### src/rtl/ioctl_load_sequencer_pkg.sv
// rtl/ioctl_load_sequencer_pkg.sv - shared states and ioctl index constants for the load sequencer
package druaga_load_pkg;

  typedef enum logic [1:0] {
    RUN   = 2'd0,
    LOAD  = 2'd1,
    DRAIN = 2'd2,
    HOLD  = 2'd3
  } load_state_t;

  localparam logic [7:0] IDX_ROM   = 8'd0;
  localparam logic [7:0] IDX_TNO   = 8'd1;
  localparam logic [7:0] IDX_DSW   = 8'd254;
  localparam int         DSW_BYTES = 8;

endpackage

### src/rtl/ioctl_load_sequencer_fifo.sv
// rtl/ioctl_load_sequencer_fifo.sv - registered synchronous FIFO for ROM address/data pairs
module load_fifo #(
  parameter int WIDTH = 33,
  parameter int DEPTH = 4
) (
  input  logic             clk_i,
  input  logic             rst_ni,
  input  logic             push_i,
  input  logic [WIDTH-1:0] wdata_i,
  input  logic             pop_i,
  output logic [WIDTH-1:0] rdata_o,
  output logic             full_o,
  output logic             empty_o
);

  localparam int AW = (DEPTH > 1) ? $clog2(DEPTH) : 1;

  logic [WIDTH-1:0] mem_q [DEPTH];
  logic [AW:0]      wr_ptr_q;
  logic [AW:0]      rd_ptr_q;
  logic             pop_ok;
  logic             push_ok;

  // Extra wrap bit distinguishes full from empty when the slot indices match.
  assign empty_o = (wr_ptr_q == rd_ptr_q);
  assign full_o  = (wr_ptr_q[AW-1:0] == rd_ptr_q[AW-1:0]) && (wr_ptr_q[AW] != rd_ptr_q[AW]);
  assign rdata_o = mem_q[rd_ptr_q[AW-1:0]];

  // A push into a full FIFO is only legal when the head leaves in the same cycle.
  assign pop_ok  = pop_i && !empty_o;
  assign push_ok = push_i && (!full_o || pop_ok);

  // Pointer advance on accepted push/pop.
  always_ff @(posedge clk_i or negedge rst_ni) begin
    if (!rst_ni) begin
      wr_ptr_q <= '0;
      rd_ptr_q <= '0;
    end else begin
      if (push_ok) wr_ptr_q <= wr_ptr_q + 1'b1;
      if (pop_ok)  rd_ptr_q <= rd_ptr_q + 1'b1;
    end
  end

  // Storage; never read while empty, so it carries no reset.
  always_ff @(posedge clk_i) begin
    if (push_ok) mem_q[wr_ptr_q[AW-1:0]] <= wdata_i;
  end

endmodule

### src/rtl/ioctl_load_sequencer.sv
// rtl/ioctl_load_sequencer.sv - routes ioctl download bytes and owns core reset; ROM_CHECKSUM_EN adds rom_sum
module ioctl_load_sequencer
  import druaga_load_pkg::*;
#(
  parameter int FIFO_DEPTH  = 4,
  parameter int HOLD_CYCLES = 16,
  parameter int ADDR_W      = 25
) (
  input  logic              clk_sys,
  input  logic              reset_n,
  input  logic              ext_reset,
  input  logic              dl_active,
  input  logic              dl_wr,
  input  logic [7:0]        dl_index,
  input  logic [ADDR_W-1:0] dl_addr,
  input  logic [7:0]        dl_data,
  output logic              rom_wr,
  output logic [ADDR_W-1:0] rom_addr,
  output logic [7:0]        rom_data,
  input  logic              rom_ready,
  output logic [3:0]        tno,
  output logic [23:0]       dsw,
  output logic              core_reset,
  output logic              overflow,
  output logic              busy,
  output logic [7:0]        rom_sum
);

  localparam int               CNT_W     = (HOLD_CYCLES > 1) ? $clog2(HOLD_CYCLES) : 1;
  localparam logic [CNT_W-1:0] HOLD_INIT = CNT_W'(HOLD_CYCLES - 1);
  localparam int               FW        = ADDR_W + 8;

  load_state_t      state_q;
  logic [CNT_W-1:0] hold_cnt_q;
  logic             core_reset_q;
  logic [3:0]       tno_q;
  logic [7:0]       sw_q [3];
  logic             overflow_q;
  logic [FW-1:0]    rom_hold_q;

  logic [FW-1:0]    fifo_rdata;
  logic             fifo_full;
  logic             fifo_empty;
  logic             fifo_pop;
  logic             fifo_push;
  logic             rom_req;
  logic             rom_drop;
  logic             enter_load;

  assign rom_req    = dl_wr && (dl_index == IDX_ROM);
  assign fifo_pop   = !fifo_empty && rom_ready;
  assign fifo_push  = rom_req && (!fifo_full || fifo_pop);
  assign rom_drop   = rom_req && fifo_full && !fifo_pop;
  assign enter_load = dl_active && (state_q != LOAD);

  load_fifo #(
    .WIDTH (FW),
    .DEPTH (FIFO_DEPTH)
  ) u_fifo (
    .clk_i   (clk_sys),
    .rst_ni  (reset_n),
    .push_i  (fifo_push),
    .wdata_i ({dl_addr, dl_data}),
    .pop_i   (fifo_pop),
    .rdata_o (fifo_rdata),
    .full_o  (fifo_full),
    .empty_o (fifo_empty)
  );

  // ROM port shows the FIFO head; when idle it keeps the last transferred pair.
  assign rom_wr                = !fifo_empty;
  assign {rom_addr, rom_data}  = fifo_empty ? rom_hold_q : fifo_rdata;

  // Remember the most recent accepted transfer so the idle port does not wander.
  always_ff @(posedge clk_sys or negedge reset_n) begin
    if (!reset_n)      rom_hold_q <= '0;
    else if (fifo_pop) rom_hold_q <= fifo_rdata;
  end

  // Load sequencing: core_reset lags the state by one cycle; ext_reset only matters in RUN.
  always_ff @(posedge clk_sys or negedge reset_n) begin
    if (!reset_n) begin
      state_q      <= HOLD;
      hold_cnt_q   <= HOLD_INIT;
      core_reset_q <= 1'b1;
    end else begin
      core_reset_q <= (state_q == RUN) ? ext_reset : 1'b1;
      case (state_q)
        RUN:   if (dl_active) state_q <= LOAD;
        LOAD:  if (!dl_active) state_q <= DRAIN;
        DRAIN: begin
          if (dl_active) begin
            state_q <= LOAD;
          end else if (fifo_empty) begin
            hold_cnt_q <= HOLD_INIT;
            state_q    <= HOLD;
          end
        end
        HOLD: begin
          if (dl_active)              state_q    <= LOAD;
          else if (hold_cnt_q == '0)  state_q    <= RUN;
          else                        hold_cnt_q <= hold_cnt_q - 1'b1;
        end
        default: state_q <= HOLD;
      endcase
    end
  end

  // Config bytes and the sticky drop flag; a drop in the LOAD-entry cycle still sets it.
  always_ff @(posedge clk_sys or negedge reset_n) begin
    if (!reset_n) begin
      tno_q      <= '0;
      sw_q       <= '{default: '0};
      overflow_q <= 1'b0;
    end else begin
      if (dl_wr && dl_index == IDX_TNO) tno_q <= dl_data[3:0];
      if (dl_wr && dl_index == IDX_DSW && dl_addr < ADDR_W'(DSW_BYTES)) begin
        for (int i = 0; i < 3; i++) begin
          if (dl_addr[2:0] == 3'(i)) sw_q[i] <= dl_data;
        end
      end
      if (rom_drop)        overflow_q <= 1'b1;
      else if (enter_load) overflow_q <= 1'b0;
    end
  end

`ifdef ROM_CHECKSUM_EN
  logic [7:0] rom_sum_q;

  // Running 8-bit sum of accepted ROM bytes, restarted at each new download.
  always_ff @(posedge clk_sys or negedge reset_n) begin
    if (!reset_n)        rom_sum_q <= '0;
    else if (enter_load) rom_sum_q <= '0;
    else if (fifo_pop)   rom_sum_q <= rom_sum_q + fifo_rdata[7:0];
  end

  assign rom_sum = rom_sum_q;
`else
  assign rom_sum = 8'h00;
`endif

  assign tno        = tno_q;
  assign dsw        = {sw_q[2], sw_q[1], sw_q[0]};
  assign core_reset = core_reset_q;
  assign overflow   = overflow_q;
  assign busy       = (state_q != RUN);

endmodule

### config.mk
export PLATFORM = sky130hd
export DESIGN_NAME = ioctl_load_sequencer
export DESIGN_NICKNAME = d
export VERILOG_FILES = /design/src/rtl/ioctl_load_sequencer_pkg.sv /design/src/rtl/ioctl_load_sequencer_fifo.sv /design/src/rtl/ioctl_load_sequencer.sv
export SDC_FILE = /design/constraint.sdc
export NUM_CORES = 1
export LEC_CHECK = 0
export BUFFER_PORTS_ARGS = -buffer_cell sky130_fd_sc_hd__buf_2
export CORE_MARGIN = 5
export CORE_UTILIZATION = 55
export CTS_BUF_LIST = sky130_fd_sc_hd__clkbuf_4 sky130_fd_sc_hd__clkbuf_8
export CTS_CLUSTER_SIZE = 14
export DETAILED_ROUTE_END_ITERATION = 10
export PLACE_DENSITY_LB_ADDON = 0.1
export SETUP_SLACK_MARGIN = 0.05
export SYNTH_ARGS = -nofsm -noshare
export SYNTH_HDL_FRONTEND = slang
export SYNTH_HIERARCHICAL = 1
export SYNTH_SLANG_ARGS = --single-unit
### constraint.sdc
create_clock -name clk_sys -period 4 [get_ports clk_sys]
set_input_delay 1.2 -clock clk_sys [delete_from_list [all_inputs] [get_ports clk_sys]]
set_output_delay 1.2 -clock clk_sys [all_outputs]
set_load 0.05 [all_outputs]
==> results.ini <==
[global_routing]
grt_overflow = 0
grt_pass1_vias = 5099
grt_max_degree = 76
grt_pass1_wl_mm = 27.0
grt.total_usage = 0.193
antenna_found_initial = 0

[clock_tree]
cts_made_buffers = 36
path_clk_slew_ns = 0.06
cts_tree = yes
htree_levels = 2
cts_root_buf = clkbuf_8
postCtsSetupBuffers = 0
clk_latency_ns = 0.51
clock-sinks = 207
post_cts.resized_instances = 0
clock_path_buffers = 3
ctsHoldBuffers = 0

[floorplanning]
die_area_um2 = 18000
design.core.area_um2 = 15200
die_w_um = 134
start_util = 0.559
num_rows = 45
io_pins = 120
die_h_um = 134

[place]
routabilityCongestion = 0.790
io_buffers = 111
dp_hpwl_mm = 11.0
dp_slack_ns = 0.525

[setup_path]
worst_setup_path_end_kind = output port
cp_max_fo = 21
worst_r2r_startpoint = u_fifo/rd_ptr_q[0]
critical_path_required_ns = 2.80
r2r_cells = 10
ff2ff_setup_slack_ns = 0.83
start_kind = register
critPathKind = reg -> out
r2r-end = u_fifo/mem_q[2][32]
crit_arrival_ns = 2.43

[synth]
synth-edff-count = 132
yosysMostFrequentCell = edfxtp_1
yosys-top-cells-area = edfxtp_1 (47%), dfrtp_1 (20%), mux2_2 (12%), mux4_2 (8.8%), dfstp_2 (2.2%)
synth_cell_types = 52
avgSynthCellArea_um2 = 18.7
synthesis.area_um2 = 8490
syn_inst = 455
async_reset_ff_frac = 0.362
yosysSeqAreaShare = 0.689
synthTopCellsByCount = edfxtp_1 (132), mux2_2 (94), dfrtp_1 (68), mux4_2 (33), inv_1 (10)
ys_warn_count = 6
synth_top_area_share = 0.467
ys.flop_type = edfxtp_1
ys_ff_latch = 207
synth_area_leader_cell = edfxtp_1

[route]
firstDrtPassIters = 4
num_vias = 4640
final_antenna_net_count = 0
route.detailed.drc = 0
wl_mm = 16.8
vias_per_cell = 5.65
wl_per_cell_um = 20.5
drtIter0Drc = 280

[status]
status = finished, final reports clean

[cells_and_area]
regArea_um2 = 5850
fillCellCount = 1075
nets = 658
drive_gt1_frac = 0.543
syn2layout_area_growth_pct = 19.3
multi_input_area_um2 = 2500
num_antenna_cells = 0

[sta]
clock-skew-final_ns = 0.0137
maxSlewViolCount = 0
worst_pin_slew_ns = 1.01
final-hold-violation-count = 0
finalCritPeriodShare = 0.907
setup_slack_ns = 0.373
final.setup.tns_ns = 0
setup_viol = 0
rsz0062_at_grt = false
slew_headroom = 0.327
max_clock_freq_mhz = 276
period_needed_ns = 3.63

[flow_run]
maxCapViolations = 0

[hold_path]
holdPathStages = 1
whs_endpoint = rom_hold_q[25]
hold_class = reg -> reg
hp-start = rom_hold_q[25]

[power_and_ir_drop]
peakVddDrop_mv = 0.504
power_leakage_nw = 4.06
power_density_nw_per_um2 = 727

==> cells by family after synthesis <==
family | count (synthesis) | synth area share
compound gates | 25 | 0.0220
flops | 207 | 0.689
fa+ha+maj | 6 | 0.00884
buf+inv | 36 | 0.0209
xor+xnor | 5 | 0.00604
mux | 129 | 0.215
simple gates | 46 | 0.0383
other cells | 1 | 0.000442
==> cell usage in the layout (no fill, tap or decap), drive strengths merged, types with 3 or more instances in the layout <==
cell,Yosys,final
edfxtp,132,132
buf,21,131
mux2,96,96
dfrtp,68,68
clkbuf,5,54
mux4,33,33
inv,10,9
clkinv,0,9
conb,1,8
nor4,8,8
nor2,7,7
dfstp,7,7
nand2,7,7
ha,6,6
o21ai,4,4
a21oi,4,4
clkinvlp,0,4
nor3,4,4
nand3,3,3
and3,3,3
nor4b,3,3
xor2,3,3
==> final cells by class <==
type	count	area share
well taps	188	0.0232
clock buffers	54	0.0659
multi-input cells	219	0.247
inverters	10	0.00407
clock inverters	12	0.00617
flip-flops and latches	207	0.577
repair buffers	131	0.0761
==> per-layer routing <==
| layer | vias up | track usage | share of wire |
|---|---|---|---|
| met5 | - | 0 | 0 |
| met4 | 0 | 0.0724 | 0.022 |
| met3 | 30 | 0.0495 | 0.057 |
| met2 | 143 | 0.326 | 0.51 |
| met1 | 2376 | 0.243 | 0.41 |
| li1 | 2091 | - | - |
==> worst max path at each step <==
stage / start / cells past startpoint / end / slack, ns
global placement: dl_addr[13] / 5 / dsw[0] / 0.58
detailed placement: dl_addr[13] / 5 / dsw[6] / 0.52
CTS: u_fifo/wr_ptr_q[1] / 6 / rom_addr[18] / 0.33
floorplan: u_fifo/rd_ptr_q[1] / 12 / u_fifo/mem_q[3][0] / 0.19
finish: u_fifo/wr_ptr_q[1] / 6 / rom_addr[18] / 0.37
global route: u_fifo/wr_ptr_q[1] / 6 / rom_addr[12] / 0.27
==> state kept, by name (all words and copies together), names as in the netlist <==
register / count
rom_hold_q: 33
overflow: 1
core_reset: 1
u_fifo/mem_q: 132
u_fifo/wr_ptr_q: 3
dsw: 24
tno: 4
state_q: 2
hold_cnt_q: 4
u_fifo/rd_ptr_q: 3
==> metrics by stage <==
step                total power, mW  instance area [um2]  cells   util  hold slack [ns]
global route                   7.72                10100    821  0.667            0.511
floorplan                      4.88                 8530    462      -            0.474
finish                         7.37                10100    821  0.667            0.498
CTS                            7.46                10100    821  0.667            0.500
detailed placement             5.55                 9400    755  0.619            0.487
global placement               5.50                 9400    755  0.619            0.481
==> worst max-delay path, cell delays in order, from the launching register on <==
cell,delay (ns)
dfrtp_1,0.43
xor2_1,0.16
buf_4,0.18
nor3_2,0.18
buf_4,0.33
mux2_2,0.40
buf_2,0.22
==> where the power goes <==
group / total (mW) / switching (mW) / internal (mW)
combinational: 2.84 / 1.82 / 1.02
clock: 1.89 / 0.816 / 1.07
sequential: 2.64 / 0.129 / 2.51
total: 7.37 / 2.76 / 4.61
Note: power is estimated with default switching activity, not from simulation.
